===== src/rtl/lz77_pkg.sv =====
// rtl/lz77_pkg.sv - shared token layout, end marker and packer state encoding
package lz77_pkg;

    localparam int TOKEN_W = 15;
    localparam logic [7:0] END_CHAR = 8'h24;

    localparam int OFF_MSB = 14;
    localparam int LEN_MSB = 10;
    localparam int CHR_MSB = 7;

    typedef enum logic [1:0] {
        IDLE,
        PACK,
        FLUSH,
        DONE
    } state_t;

endpackage


===== src/rtl/lz77_code_packer_if.sv =====
// rtl/lz77_code_packer_if.sv - encoder token input and packed word output bundle
interface lz77_code_packer_if #(
    parameter int WORD_W = 32
);
    logic              valid;
    logic              encode;
    logic [3:0]        offset;
    logic [2:0]        match_len;
    logic [7:0]        chardata;
    logic [WORD_W-1:0] out_data;
    logic              out_valid;
    logic              out_ready;
    logic              out_last;
    logic              done;
    logic              overflow;

    modport master (
        output valid, encode, offset, match_len, chardata, out_ready,
        input  out_data, out_valid, out_last, done, overflow
    );

    modport slave (
        input  valid, encode, offset, match_len, chardata, out_ready,
        output out_data, out_valid, out_last, done, overflow
    );
endinterface


===== src/rtl/lz77_token_fifo.sv =====
// rtl/lz77_token_fifo.sv - small synchronous FIFO; a push into a full FIFO lands only with a same-cycle pop
module lz77_token_fifo #(
    parameter int WIDTH = 15,
    parameter int DEPTH = 4
) (
    input  logic             clk,
    input  logic             reset,
    input  logic             push,
    input  logic [WIDTH-1:0] push_data,
    input  logic             pop,
    output logic [WIDTH-1:0] pop_data,
    output logic             full,
    output logic             empty
);
    localparam int AW = (DEPTH > 1) ? $clog2(DEPTH) : 1;

    logic [WIDTH-1:0] mem [DEPTH];
    logic [AW-1:0]    wr_ptr;
    logic [AW-1:0]    rd_ptr;
    logic [AW:0]      count;
    logic             do_push;
    logic             do_pop;

    assign do_pop   = pop && !empty;
    assign do_push  = push && (!full || do_pop);
    assign full     = (count == (AW+1)'(DEPTH));
    assign empty    = (count == '0);
    assign pop_data = mem[rd_ptr];

    always_ff @(posedge clk) begin
        if (!reset) begin
            wr_ptr <= '0;
            rd_ptr <= '0;
            count  <= '0;
        end else begin
            if (do_push) begin
                mem[wr_ptr] <= push_data;
                wr_ptr      <= wr_ptr + 1'b1;
            end
            if (do_pop) begin
                rd_ptr <= rd_ptr + 1'b1;
            end
            case ({do_push, do_pop})
                2'b10:   count <= count + 1'b1;
                2'b01:   count <= count - 1'b1;
                default: count <= count;
            endcase
        end
    end
endmodule


===== src/rtl/lz77_code_packer.sv =====
// rtl/lz77_code_packer.sv - packs 15-bit LZ77 tokens MSB-first into words, flushing on the end token
module lz77_code_packer #(
    parameter int         WORD_W     = 32,
    parameter int         FIFO_DEPTH = 4,
    parameter logic [7:0] END_CHAR   = lz77_pkg::END_CHAR
) (
    input logic               clk,
    input logic               reset,
    lz77_code_packer_if.slave bus
);
    import lz77_pkg::*;

    localparam int ACC_W = WORD_W + TOKEN_W - 1;
    localparam int CNT_W = $clog2(ACC_W + 1);
    localparam logic [CNT_W-1:0] WORD_CNT = CNT_W'(WORD_W);
    localparam logic [CNT_W-1:0] TOP_GAP  = CNT_W'(ACC_W - TOKEN_W);

    state_t             state, state_nxt;
    logic [ACC_W-1:0]   acc, acc_nxt;
    logic [CNT_W-1:0]   cnt, cnt_nxt;
    logic [TOKEN_W-1:0] token_in;
    logic [TOKEN_W-1:0] head;
    logic               push, pop, fifo_full, fifo_empty;
    logic               word_full, overflow_q;

    assign push = bus.valid && bus.encode;
    assign token_in[OFF_MSB:LEN_MSB+1] = bus.offset;
    assign token_in[LEN_MSB:CHR_MSB+1] = bus.match_len;
    assign token_in[CHR_MSB:0]         = bus.chardata;

    lz77_token_fifo #(.WIDTH(TOKEN_W), .DEPTH(FIFO_DEPTH)) u_fifo (
        .clk       (clk),
        .reset     (reset),
        .push      (push),
        .push_data (token_in),
        .pop       (pop),
        .pop_data  (head),
        .full      (fifo_full),
        .empty     (fifo_empty)
    );

    // Outputs are decoded from registered state, so they cannot change while a word is stalled.
    assign word_full     = (cnt >= WORD_CNT);
    assign bus.out_valid = ((state == PACK) && word_full) || (state == FLUSH);
    assign bus.out_last  = (state == FLUSH) && (cnt <= WORD_CNT);
    assign bus.out_data  = bus.out_valid ? acc[ACC_W-1 -: WORD_W] : '0;
    assign bus.done      = (state == DONE);
    assign bus.overflow  = overflow_q;

    always_comb begin
        state_nxt = state;
        acc_nxt   = acc;
        cnt_nxt   = cnt;
        pop       = 1'b0;
        unique case (state)
            IDLE: begin
                if (!fifo_empty) state_nxt = PACK;
            end
            PACK: begin
                if (word_full) begin
                    if (bus.out_ready) begin
                        acc_nxt = acc << WORD_W;
                        cnt_nxt = cnt - WORD_CNT;
                    end
                end else if (!fifo_empty) begin
                    pop     = 1'b1;
                    acc_nxt = acc | (ACC_W'(head) << (TOP_GAP - cnt));
                    cnt_nxt = cnt + CNT_W'(TOKEN_W);
                    if (head[CHR_MSB:0] == END_CHAR) state_nxt = FLUSH;
                end
            end
            FLUSH: begin
                // Tokens of the next stream wait in the FIFO until this one is fully drained.
                if (bus.out_ready) begin
                    if (bus.out_last) begin
                        acc_nxt   = '0;
                        cnt_nxt   = '0;
                        state_nxt = DONE;
                    end else begin
                        acc_nxt = acc << WORD_W;
                        cnt_nxt = cnt - WORD_CNT;
                    end
                end
            end
            DONE: begin
                acc_nxt   = '0;
                cnt_nxt   = '0;
                state_nxt = IDLE;
            end
            default: state_nxt = IDLE;
        endcase
    end

    always_ff @(posedge clk) begin
        if (!reset) begin
            state      <= IDLE;
            acc        <= '0;
            cnt        <= '0;
            overflow_q <= 1'b0;
        end else begin
            state <= state_nxt;
            acc   <= acc_nxt;
            cnt   <= cnt_nxt;
            if (push && fifo_full && !pop) overflow_q <= 1'b1;
        end
    end
endmodule


===== src/flat_wrapper.sv =====
// flat-port wrapper written by rule: the top's interface ports become plain ports
module lz77_code_packer_flat import lz77_pkg::*;
#(
    parameter int         WORD_W     = 32,
    parameter int         FIFO_DEPTH = 4,
    parameter logic [7:0] END_CHAR   = lz77_pkg::END_CHAR
)
  (clk, reset, bus_valid, bus_encode, bus_offset, bus_match_len, bus_chardata, bus_out_ready, bus_out_data, bus_out_valid, bus_out_last, bus_done, bus_overflow);
  lz77_code_packer_if #(.WORD_W(WORD_W)) bus_i ();
  input logic clk;
  input logic reset;
  input wire logic [$bits(bus_i.valid)-1:0] bus_valid;
  input wire logic [$bits(bus_i.encode)-1:0] bus_encode;
  input wire logic [$bits(bus_i.offset)-1:0] bus_offset;
  input wire logic [$bits(bus_i.match_len)-1:0] bus_match_len;
  input wire logic [$bits(bus_i.chardata)-1:0] bus_chardata;
  input wire logic [$bits(bus_i.out_ready)-1:0] bus_out_ready;
  output wire logic [$bits(bus_i.out_data)-1:0] bus_out_data;
  output wire logic [$bits(bus_i.out_valid)-1:0] bus_out_valid;
  output wire logic [$bits(bus_i.out_last)-1:0] bus_out_last;
  output wire logic [$bits(bus_i.done)-1:0] bus_done;
  output wire logic [$bits(bus_i.overflow)-1:0] bus_overflow;
  assign bus_i.valid = bus_valid;
  assign bus_i.encode = bus_encode;
  assign bus_i.offset = bus_offset;
  assign bus_i.match_len = bus_match_len;
  assign bus_i.chardata = bus_chardata;
  assign bus_i.out_ready = bus_out_ready;
  assign bus_out_data = bus_i.out_data;
  assign bus_out_valid = bus_i.out_valid;
  assign bus_out_last = bus_i.out_last;
  assign bus_done = bus_i.done;
  assign bus_overflow = bus_i.overflow;
  lz77_code_packer #(.WORD_W(WORD_W), .FIFO_DEPTH(FIFO_DEPTH), .END_CHAR(END_CHAR)) u_core (.clk(clk), .reset(reset), .bus(bus_i));
endmodule

===== config.mk =====
export PLATFORM = sky130hd
export DESIGN_NAME = lz77_code_packer_flat
export DESIGN_NICKNAME = d
export VERILOG_FILES = /design/src/rtl/lz77_pkg.sv /design/src/rtl/lz77_code_packer_if.sv /design/src/rtl/lz77_token_fifo.sv /design/src/rtl/lz77_code_packer.sv /design/src/flat_wrapper.sv
export SDC_FILE = /design/constraint.sdc
export NUM_CORES = 1
export LEC_CHECK = 0
export ABC_AREA = 1
export CELL_PAD_IN_SITES_DETAIL_PLACEMENT = 0
export CELL_PAD_IN_SITES_GLOBAL_PLACEMENT = 2
export CORE_ASPECT_RATIO = 2
export CORE_MARGIN = 4
export CORE_UTILIZATION = 32
export CTS_BUF_LIST = sky130_fd_sc_hd__clkbuf_8
export DETAILED_ROUTE_END_ITERATION = 8
export PLACE_DENSITY_LB_ADDON = 0.1
export SLEW_MARGIN = 25
export SYNTH_ARGS = -nofsm -noshare
export SYNTH_HDL_FRONTEND = slang
export SYNTH_HIERARCHICAL = 1
export SYNTH_SLANG_ARGS = --single-unit

===== constraint.sdc =====
create_clock -name clk -period 2.2 [get_ports clk]
set_input_delay 0.22 -clock clk [delete_from_list [all_inputs] [get_ports clk]]
set_output_delay 0.22 -clock clk [all_outputs]
set_load 0.05 [all_outputs]

Yosys cells after proc, flatten, opt, wreduce, memory -nomap -nowiden:

Memories as Yosys holds them, arrays and structs flattened. A register that Yosys moved wholly into a read port is not among the register bits.
Index checks and enable logic that the tools add are counted.
W data, S select, Z words.

* flip-flop bits (word level): 62
* bits in writable memories: 60
* bits of input ports: 20
* output and inout bits: 36
* logic and storage cells: 81
* memories kept: 1

* $add $sub $neg: 7
* order comparisons: 2
* equality and inequality tests: 15
* shift operators: 1
* muxes and demuxes: 29
* bitwise gates (word level): 1
* reduce and logical (&&, ||, !) cells: 18

Memories
* u_core.u_fifo.mem: words 4, bits a word 15, rd ports 1, clocked after Yosys merged registers in 1, write ports 1, line lz77_token_fifo.sv:17 `logic [WIDTH-1:0] mem [DEPTH];`

Operators by type and width (number)
* $mux W46: 5
* $pmux W46 S3: 1
* $or A46 B46 Y46: 1
* $shl A15 B6 Y46: 1
* $mux W32: 1
* $mux W6: 5
* $pmux W6 S3: 1
* $mux W2: 8
* $ne A2 B2 Y1 const B: 6
* $eq A8 B6 Y1 const B: 1
* $pmux W2 S4: 1
* $logic_and A1 B1 Y1: 7
* $add A6 B4 Y6 const B: 1
* $eq A2 B2 Y1 const B: 3
* $ge A6 B6 Y1 const B: 1
* $le A6 B6 Y1 const B: 1
* $mux W1: 6
* $ne A3 B3 Y1 const B: 2
* $pmux W3 S2: 1
* $reduce_and A6 Y1: 1
* $sub A5 B6 Y6 const A: 1
* $sub A6 B6 Y6 const B: 1
* $add A2 B1 Y2 const B: 2
* $eq A2 B1 Y1 const B: 2
* 10 further kinds: 13

Depth between registers and ports, before layout:

Gate-level depths: netlist of run 1.

* depth in word-level cells: 10
* mapped depth: 16
* depth with buffers taken out: 16

Cells and area by module:

The synthesis of run 1 kept the hierarchy.

By module, submodules not included
* lz77_code_packer: times used 1, cells each 590, area each 3594.7 um^2, sequential area each 1101.1 um^2
* lz77_token_fifo: times used 1, cells each 220, area each 2740.1 um^2, sequential area each 1981.9 um^2

Worst setup path after synthesis of run 1:

No wires, ideal clock.

* path type: register to register
* start point: reg u_core.state[1]
* end point: mem u_core.u_fifo.mem[0][0] (enable)
* library setup time: 387 ps
* arrival: 1838 ps
* required time: 1813 ps
* setup slack: -25 ps
* cell stages (with the launch flop): 9
* buffers on the path: 0
* clock period less this slack: 2225 ps
* path through: dfxtp_1 > inv_1 > ha_1 > nand2_1 > nor2_1 > inv_1 > nand3_2 > nand3_1 > nor2_1

* word-level cells in the longest chain between the ends: 8

Ends and longest elaborated chain
* start: declaration: line lz77_code_packer.sv:18 `state_t state, state_nxt;`
* start signal: assignment: line lz77_code_packer.sv:101 `state <= state_nxt;`
* $eq A2 B1 Y1: line lz77_code_packer.sv:55 `unique case (state)`
* $mux W1: line lz77_code_packer.sv:55
* named net u_core.pop: line lz77_code_packer.sv:23 `logic push, pop, fifo_full, fifo_empty;`
* $logic_and A1 B1 Y1: line lz77_token_fifo.sv:24 `assign do_pop = pop && !empty;`
* $logic_or A1 B1 Y1: line lz77_token_fifo.sv:25 `assign do_push = push && (!full || do_pop);`
* $logic_and A1 B1 Y1: line lz77_token_fifo.sv:25
* $mux W1: line lz77_token_fifo.sv:36 `if (do_push) begin`
* $mux W1: line lz77_token_fifo.sv:31 `if (!reset) begin`
* $mux W1 (implied by the code): line lz77_token_fifo.sv:37 `mem[wr_ptr] <= push_data;`
* end: declaration: line lz77_token_fifo.sv:17

The timed path passes the listed nets, and every way through them passes these cells.

Worst setup path in the final report of run 1:

* start point: reg u_core.state[1]
* end point: out bus_out_data[6]

* word-level cells in the longest chain between the ends: 4
* elaborated cells between the ends (all ways): 5
* those cells by class: eq/ne (2); mux (1); reduce/logical (2)

Ends and longest elaborated chain
* $eq A2 B1 Y1: line lz77_code_packer.sv:44 `assign bus.out_valid = ((state == PACK) && word_full) || (state == FLUSH);`
* $logic_and A1 B1 Y1: line lz77_code_packer.sv:44
* $logic_or A1 B1 Y1 *: line lz77_code_packer.sv:44
* $mux W32 *: line lz77_code_packer.sv:46 `assign bus.out_data = bus.out_valid ? acc[ACC_W-1 -: WORD_W] : '0;`
* end: declaration: line flat_wrapper.sv:18 `output wire logic [$bits(bus_i.out_data)-1:0] bus_out_data;`

Every way passes the cells marked *; elsewhere a longest branch is shown, timed or not.

==> metrics, run 1 <==
status finished clean; Die Span Y ~210 um; Clock Tree Buf Depth 2; DR vias approximately 5700; Most used DFF post-synth dfxtp_1; sequential share of power 0.299; RSZ-0062 raised after global routing true; critical-path cell list inv_4 -> ha_4 -> nand2_4 -> nand2_4 -> clkinvlp_4 -> buf_6 -> buf_16 -> nor2_4 -> buf_12; crit-path most repeated cell nand2_4; Hold Path Class in -> reg; first-pass GRT wire length ~32000 um; Critical Path Max Stage Delay approximately 0.37 ns; Final Hold Violating Endpoints 0; Crit path depth 9; Buf/Inv on CP 5; Vias/cell between 4 and 5; CTS clock-pin slew for the worst setup and hold paths ~0.080 ns; Pint 0.005362 W; remaining antenna violation count 0; DP Wirelength between 15000 and 20000 um; Critical Path End Type output pin; CTS sink cnt 124; gpl congestion 0.8553; Comb pwr share 0.473; root buf cell clkbuf_8; Post-synth EDFFs 60; fin area 8630 sq um; layout cells sized above 1 0.2137; Min-Delay Path Depth 1; Seq cells post-synth ~120; max-slew violations 0; pre-CTS setup slack about 0.00075 ns; CP max stage cell dfxtp_4; Synth Cell Area between 6000 and 7000 sq um; Max Cap Viol 0; fmax 471.0 MHz; # setup viols final 0; Nets between 900 and 1000; Distinct cells, synth 33; Lkg Pwr about 3.2 nW; Seq/Total Area, Yosys 0.4867; core area 19370 sq um; initial antenna violation count 0; row count 72; maximum vdd drop approximately 450 uV; I/O pin total 56; cts bufs inserted 17; Initial Util 0.3271; Routed WL roughly 20000 um; yosys warns 6; Worst Tran Pin Value ~0.5 ns; Residual DRC 0; Tcrit/Tclk final 0.9651; Clock Skews about 0.018 ns; post-synth top area share 0.2844; IO Port Bufs 55; drt first pass iters 4; Syn Inst Count between 800 and 900; Worst EP arrival ~1.9 ns; syn_nets roughly 840; hold path startpoint bus_offset[2]; CP Class reg -> out; setup ws final 0.07689 ns; H-tree depth 4; P_sw approximately 0.0042 W; vias in the first global route slightly below 6000; CP top delay family buffers and inverters; async set-reset flop share out of synthesis 0; CP Launch Type flip-flop; worst-path maximum fanout 8; Switching Share 0.4366; Clock power frac 0.229; FF-to-FF End u_core/acc[8]; reg2reg path depth 10; drt wl/cell 17.14 um; DP Area 7697 sq um; # hold bufs at CTS 0; post-route minimum period between 2 and 2.5 ns; reg-to-reg slack, setup 0.16 ns; Slew headroom 0.6655; hold worst-path end u_core/u_fifo/mem[1][13]; die area about 22000 sq um; total global routing overflow 0; worst path required time a little under 2 ns; Area Growth Syn to Fin 36.22%; n_diodes 0; Die W roughly 110 um; largest area contributor in the netlist edfxtp_1; CTS tree done; Area contributors post-synth edfxtp_1 (28%), dfxtp_1 (20%), nand3_1 (9.2%); largest net degree at the start of global routing 32; Clock Latency Late Sink 0.44 ns; PwrDens ~1100 nW/um^2; GRT Overall Usage 0.1883; top-count cell post-synth nand2_1; mean post-synth cell area slightly below 8 sq um; Initial DRC Count 240; Synth top cells by count nand2_1 (117), nand3_1 (116), nor2_1 (113)
power by group through the flow:
stage / Combinational, W / Clock [W] / Sequential (W)
after floorplan: 0.00265 / 0 / 0.00281
after global placement: 0.00393 / 0 / 0.00286
after detailed placement: 0.00395 / 0 / 0.00286
after CTS: 0.00435 / 0.00224 / 0.00283
after global routing: 0.00501 / 0.00235 / 0.00287
final: 0.00450 / 0.00218 / 0.00284
cell families after synthesis:
family / share of synthesized area
flip-flops: 0.4867
adder cells (fa/ha/maj): 0.02489
AND/OR/NAND/NOR: 0.2587
AO/OA/AOI/OAI: 0.1361
buffers and inverters: 0.09362
placed cells by master, fill, tap and decap left out, drive strengths merged, types with 4 or more instances in the layout:
| master | netlist | routed |
|---|---|---|
| nand3 | 120 | 120 |
| nand2 | 119 | 119 |
| nor2 | 119 | 119 |
| inv | 98 | 101 |
| buf | 26 | 88 |
| o21ai | 72 | 72 |
| a21oi | 64 | 64 |
| dfxtp | 64 | 64 |
| edfxtp | 60 | 60 |
| clkdlybuf4s50 | 0 | 21 |
| clkbuf | 17 | 17 |
| o22ai | 15 | 15 |
| ha | 11 | 11 |
| a31oi | 8 | 8 |
| clkinv | 0 | 6 |
| nor3 | 6 | 6 |
| nand4 | 4 | 4 |
metal layers:
metal,track usage,up-vias,part of all wire
li1,-,2878,-
met1,0.1769,2700,0.34
met2,0.3604,110,0.56
met3,0.02926,42,0.026
met4,0.1332,0,0.070
met5,0,-,0
sequential cells by signal, indices dropped and copies added (netlist names), named ones only:
name                  cells
u_core/acc               46
u_core/bus.overflow       1
u_core/cnt                6
u_core/state              2
u_core/u_fifo/count       3
u_core/u_fifo/mem        60
u_core/u_fifo/rd_ptr      2
u_core/u_fifo/wr_ptr      2
final cells by class:
class	count	area (sq um)
Inverter	98	385.4
Timing Repair Buffer	109	1426
Sequential cell	124	3092
Fill cell	1928	10740
Clock buffer	17	234.0
Multi-Input combinational cell	545	2979
Tap cell	259	324.1
Clock inverter	15	188.9
worst max-delay path by stage:
stage / from / end / slack [ns]
final: u_core/state[1] / bus_out_data[6] / 0.08
after floorplan: u_core/state[1] / u_core/u_fifo/mem[0][0] / -0.02
after CTS: u_core/state[1] / bus_out_data[25] / -0.03
after global placement: flip-flop / u_core/acc[40] / 0.01
after global routing: flip-flop / u_core/state[0] / -0.07
after detailed placement: u_core/state[0] / u_core/acc[21] / 0.0007
per-stage QoR:
stage               instances  TNS (ns)  utilization  hold WS [ns]  power (W)
finish                   1167         0       0.4455        0.4160   0.009517
global route             1167   -0.1218       0.4455        0.3777    0.01023
CTS                      1164   -0.1941       0.4358        0.3774   0.009423
detailed placement       1124         0       0.3974        0.4409   0.006819
global placement         1124         0       0.3974        0.4400   0.006792
floorplan                 810    -1.470            -        0.3189   0.005461
what timing repair did:
item,CTS,global route
gates cloned,3,0
pin swaps,2,6
resized for setup,60,42
buffers inserted,5,3
setup endpoints to repair,36,57
(Power assumes the default switching activity.)
==> inputs of run 2 (changes only) <==
- PLACE_DENSITY_LB_ADDON: 0.1 -> 0.05
==> metrics, run 2 (synthesized netlist as in run 1, its figures left out) <==
status finished clean (unchanged); Worst Hold Margin 0.3896 ns (was 0.4160 ns); Clock Skews 0.01244 ns (was 0.01825 ns); Slew headroom 0.6677 (was 0.6655); FF-to-FF Start u_core/state[1]; max reg flops 60 (unchanged); # setup viols final 0 (unchanged); Buf/Inv on CP 4 (was 5); Hold Path Class in -> reg (unchanged); total global routing overflow 0 (unchanged); Die Span Y 207.0 um (unchanged); I/O pin total 56 (unchanged); setup ws final 0.02187 ns (was 0.07689 ns); initial antenna violation count 0 (unchanged); RSZ-0062 raised after global routing true (unchanged); hold path startpoint bus_chardata[7] (was bus_offset[2]); crit-path most repeated cell nand2_4 (unchanged); PwrDens 1108 nW/um^2 (was 1103 nW/um^2); Initial Util 0.3271 (unchanged); fmax 459.1 MHz (was 471.0 MHz); Top Registers u_core/u_fifo/mem x60, u_core/acc x46, u_core/cnt x6 (unchanged); drt first pass iters 4 (unchanged); max-slew violations 0 (unchanged); Min-Delay Path Depth 1 (unchanged); Crit path depth 8 (was 9); remaining antenna violation count 0 (unchanged); fill cell count 1952 (was 1928); Max Cap Viol 0 (unchanged); GRT Overall Usage 0.1836 (was 0.1883); Worst EP arrival 1.96 ns (was 1.90 ns); Tcrit/Tclk final 0.9901 (was 0.9651); CTS clock-pin slew for the worst setup and hold paths 0.08 ns (about the same); FF-to-FF End u_core/u_fifo/count[1] (was u_core/acc[8]); Lkg Pwr 3.281 nW (was 3.239 nW); DR vias 5778 (was 5730); Residual DRC 0 (unchanged); worst path required time 1.98 ns (about the same); n_diodes 0 (unchanged); CP max stage cell dfxtp_4 (unchanged); CP Launch Type flip-flop (unchanged); IO Port Bufs 55 (unchanged); largest net degree at the start of global routing 33 (was 32); Clock Tree Buf Depth 2 (unchanged); CTS tree done (unchanged); CP top delay family buffers and inverters (unchanged); commonest cells after routing, fill and taps aside nand3_1 (116), nand2_1 (115), inv_1 (89), nor2_1 (79), a21oi_1 (61) (was nand2_1 (116), nand3_1 (116), inv_1 (86), nor2_1 (79), a21oi_1 (62)); H-tree depth 4 (unchanged); Routed WL 20280 um (was 20010 um); hold worst-path end u_core/u_fifo/mem[2][7] (was u_core/u_fifo/mem[1][13]); post-route minimum period 2.178 ns (was 2.123 ns); row count 72 (unchanged); cts bufs inserted 17 (unchanged); commonest non-fill, non-tap cell in the layout nand3_1; Critical Path End Type output pin (unchanged); Critical Path Max Stage Delay 0.37 ns (about the same); DP Wirelength 15000 um (was 15040 um); CTS sink cnt 124 (unchanged); Nets 929 (was 927); Clock Latency Late Sink 0.45 ns (was 0.44 ns); worst-path maximum fanout 8 (unchanged); Vias/cell 4.943 (was 4.910); drt wl/cell 17.35 um (was 17.14 um); die area 22250 sq um (unchanged); layout cells sized above 1 0.2176 (was 0.2137); first-pass GRT wire length 30600 um (was 31640 um); vias in the first global route 5751 (was 5940); core area 19370 sq um (unchanged); reg-to-reg slack, setup 0.14 ns (was 0.16 ns); root buf cell clkbuf_8 (unchanged); CP Class reg -> out (unchanged); Largest Register u_core/u_fifo/mem (unchanged); Die W 107.5 um (unchanged); maximum vdd drop 687.6 uV (was 454.7 uV); Area Growth Syn to Fin 37.70% (was 36.22%); critical-path cell list inv_4 -> ha_4 -> nand2_4 -> nand2_4 -> clkinvlp_4 -> clkbuf_16 -> nor2_4 -> buf_12 (was inv_4 -> ha_4 -> nand2_4 -> nand2_4 -> clkinvlp_4 -> buf_6 -> buf_16 -> nor2_4 -> buf_12); Initial DRC Count 211 (was 240); reg2reg path depth 11 (was 10); pre-CTS setup slack -0.1754 ns (was 0.0007472 ns); gpl congestion 0.8142 (was 0.8553); Worst Tran Pin Value 0.4969 ns (was 0.5003 ns); Final Hold Violating Endpoints 0 (unchanged)
[run 2: cell count changes in the layout (fill, tap and decap cells not counted), sizes merged]
| cell | previous run | this run |
|---|---|---|
| clkinv | 6 | 4 |
| inv | 101 | 99 |
| clkinvlp | 3 | 4 |
| clkbuf | 17 | 20 |
| bufinv | 3 | 5 |
[run 2: per-stage QoR]
stage	total power, W	utilization	cells	TNS [ns]	cell area (sq um)
after floorplan	0.005461	-	810	-1.470	6335
after global placement	0.006886	0.4036	1130	-0.3442	7818
after detailed placement	0.006916	0.4036	1130	-0.3204	7818
after CTS	0.009290	0.4291	1162	-0.06112	8310
after global routing	0.01033	0.4504	1169	-0.9590	8723
final	0.009663	0.4504	1169	0	8723
[run 2: area by class of cell]
| type | instances | area, sq um | share of cell area |
|---|---|---|---|
| multi-input cells | 545 | 2975 | 0.3411 |
| clock inverters | 14 | 202.7 | 0.02324 |
| well taps | 259 | 324.1 | 0.03715 |
| flip-flops and latches | 124 | 3095 | 0.3548 |
| repair buffers | 111 | 1495 | 0.1714 |
| inverters | 98 | 382.9 | 0.04389 |
| clock buffers | 18 | 247.7 | 0.02840 |
[run 2: per-layer routing]
metal,GRT usage,wire length [um],part of all wire
met1,0.1742,6782,0.33
met3,0.03237,628,0.031
met5,0,0,0
met2,0.3586,11900,0.59
met4,0.1052,964,0.048
[run 2: how the worst max path moves through the flow]
| stage | startpoint | to |
|---|---|---|
| floorplan | u_core/state[1] | u_core/u_fifo/mem[0][0] |
| global placement | flip-flop | u_core/acc[5] |
| detailed placement | flip-flop | u_core/acc[5] |
| CTS | u_core/state[1] | bus_out_data[14] |
| global route | u_core/state[1] | u_core/u_fifo/count[2] |
| finish | u_core/state[1] | bus_out_data[8] |
[run 2: timing repair]
action | in CTS | in global routing
pin swaps | 0 | 9
gates resized for setup | 13 | 84
cloned | 0 | 3
setup buffers | 0 | 4
endpoints found under the setup margin | 12 | 69
hold buffers | 0 | 0
[run 2: report_power, final]
group	total (W)	internal (W)	switching (W)
clock	0.00231	0.00136	0.000944
sequential	0.00284	0.00267	0.000168
combinational	0.00451	0.00154	0.00298
total	0.00966	0.00558	0.00409
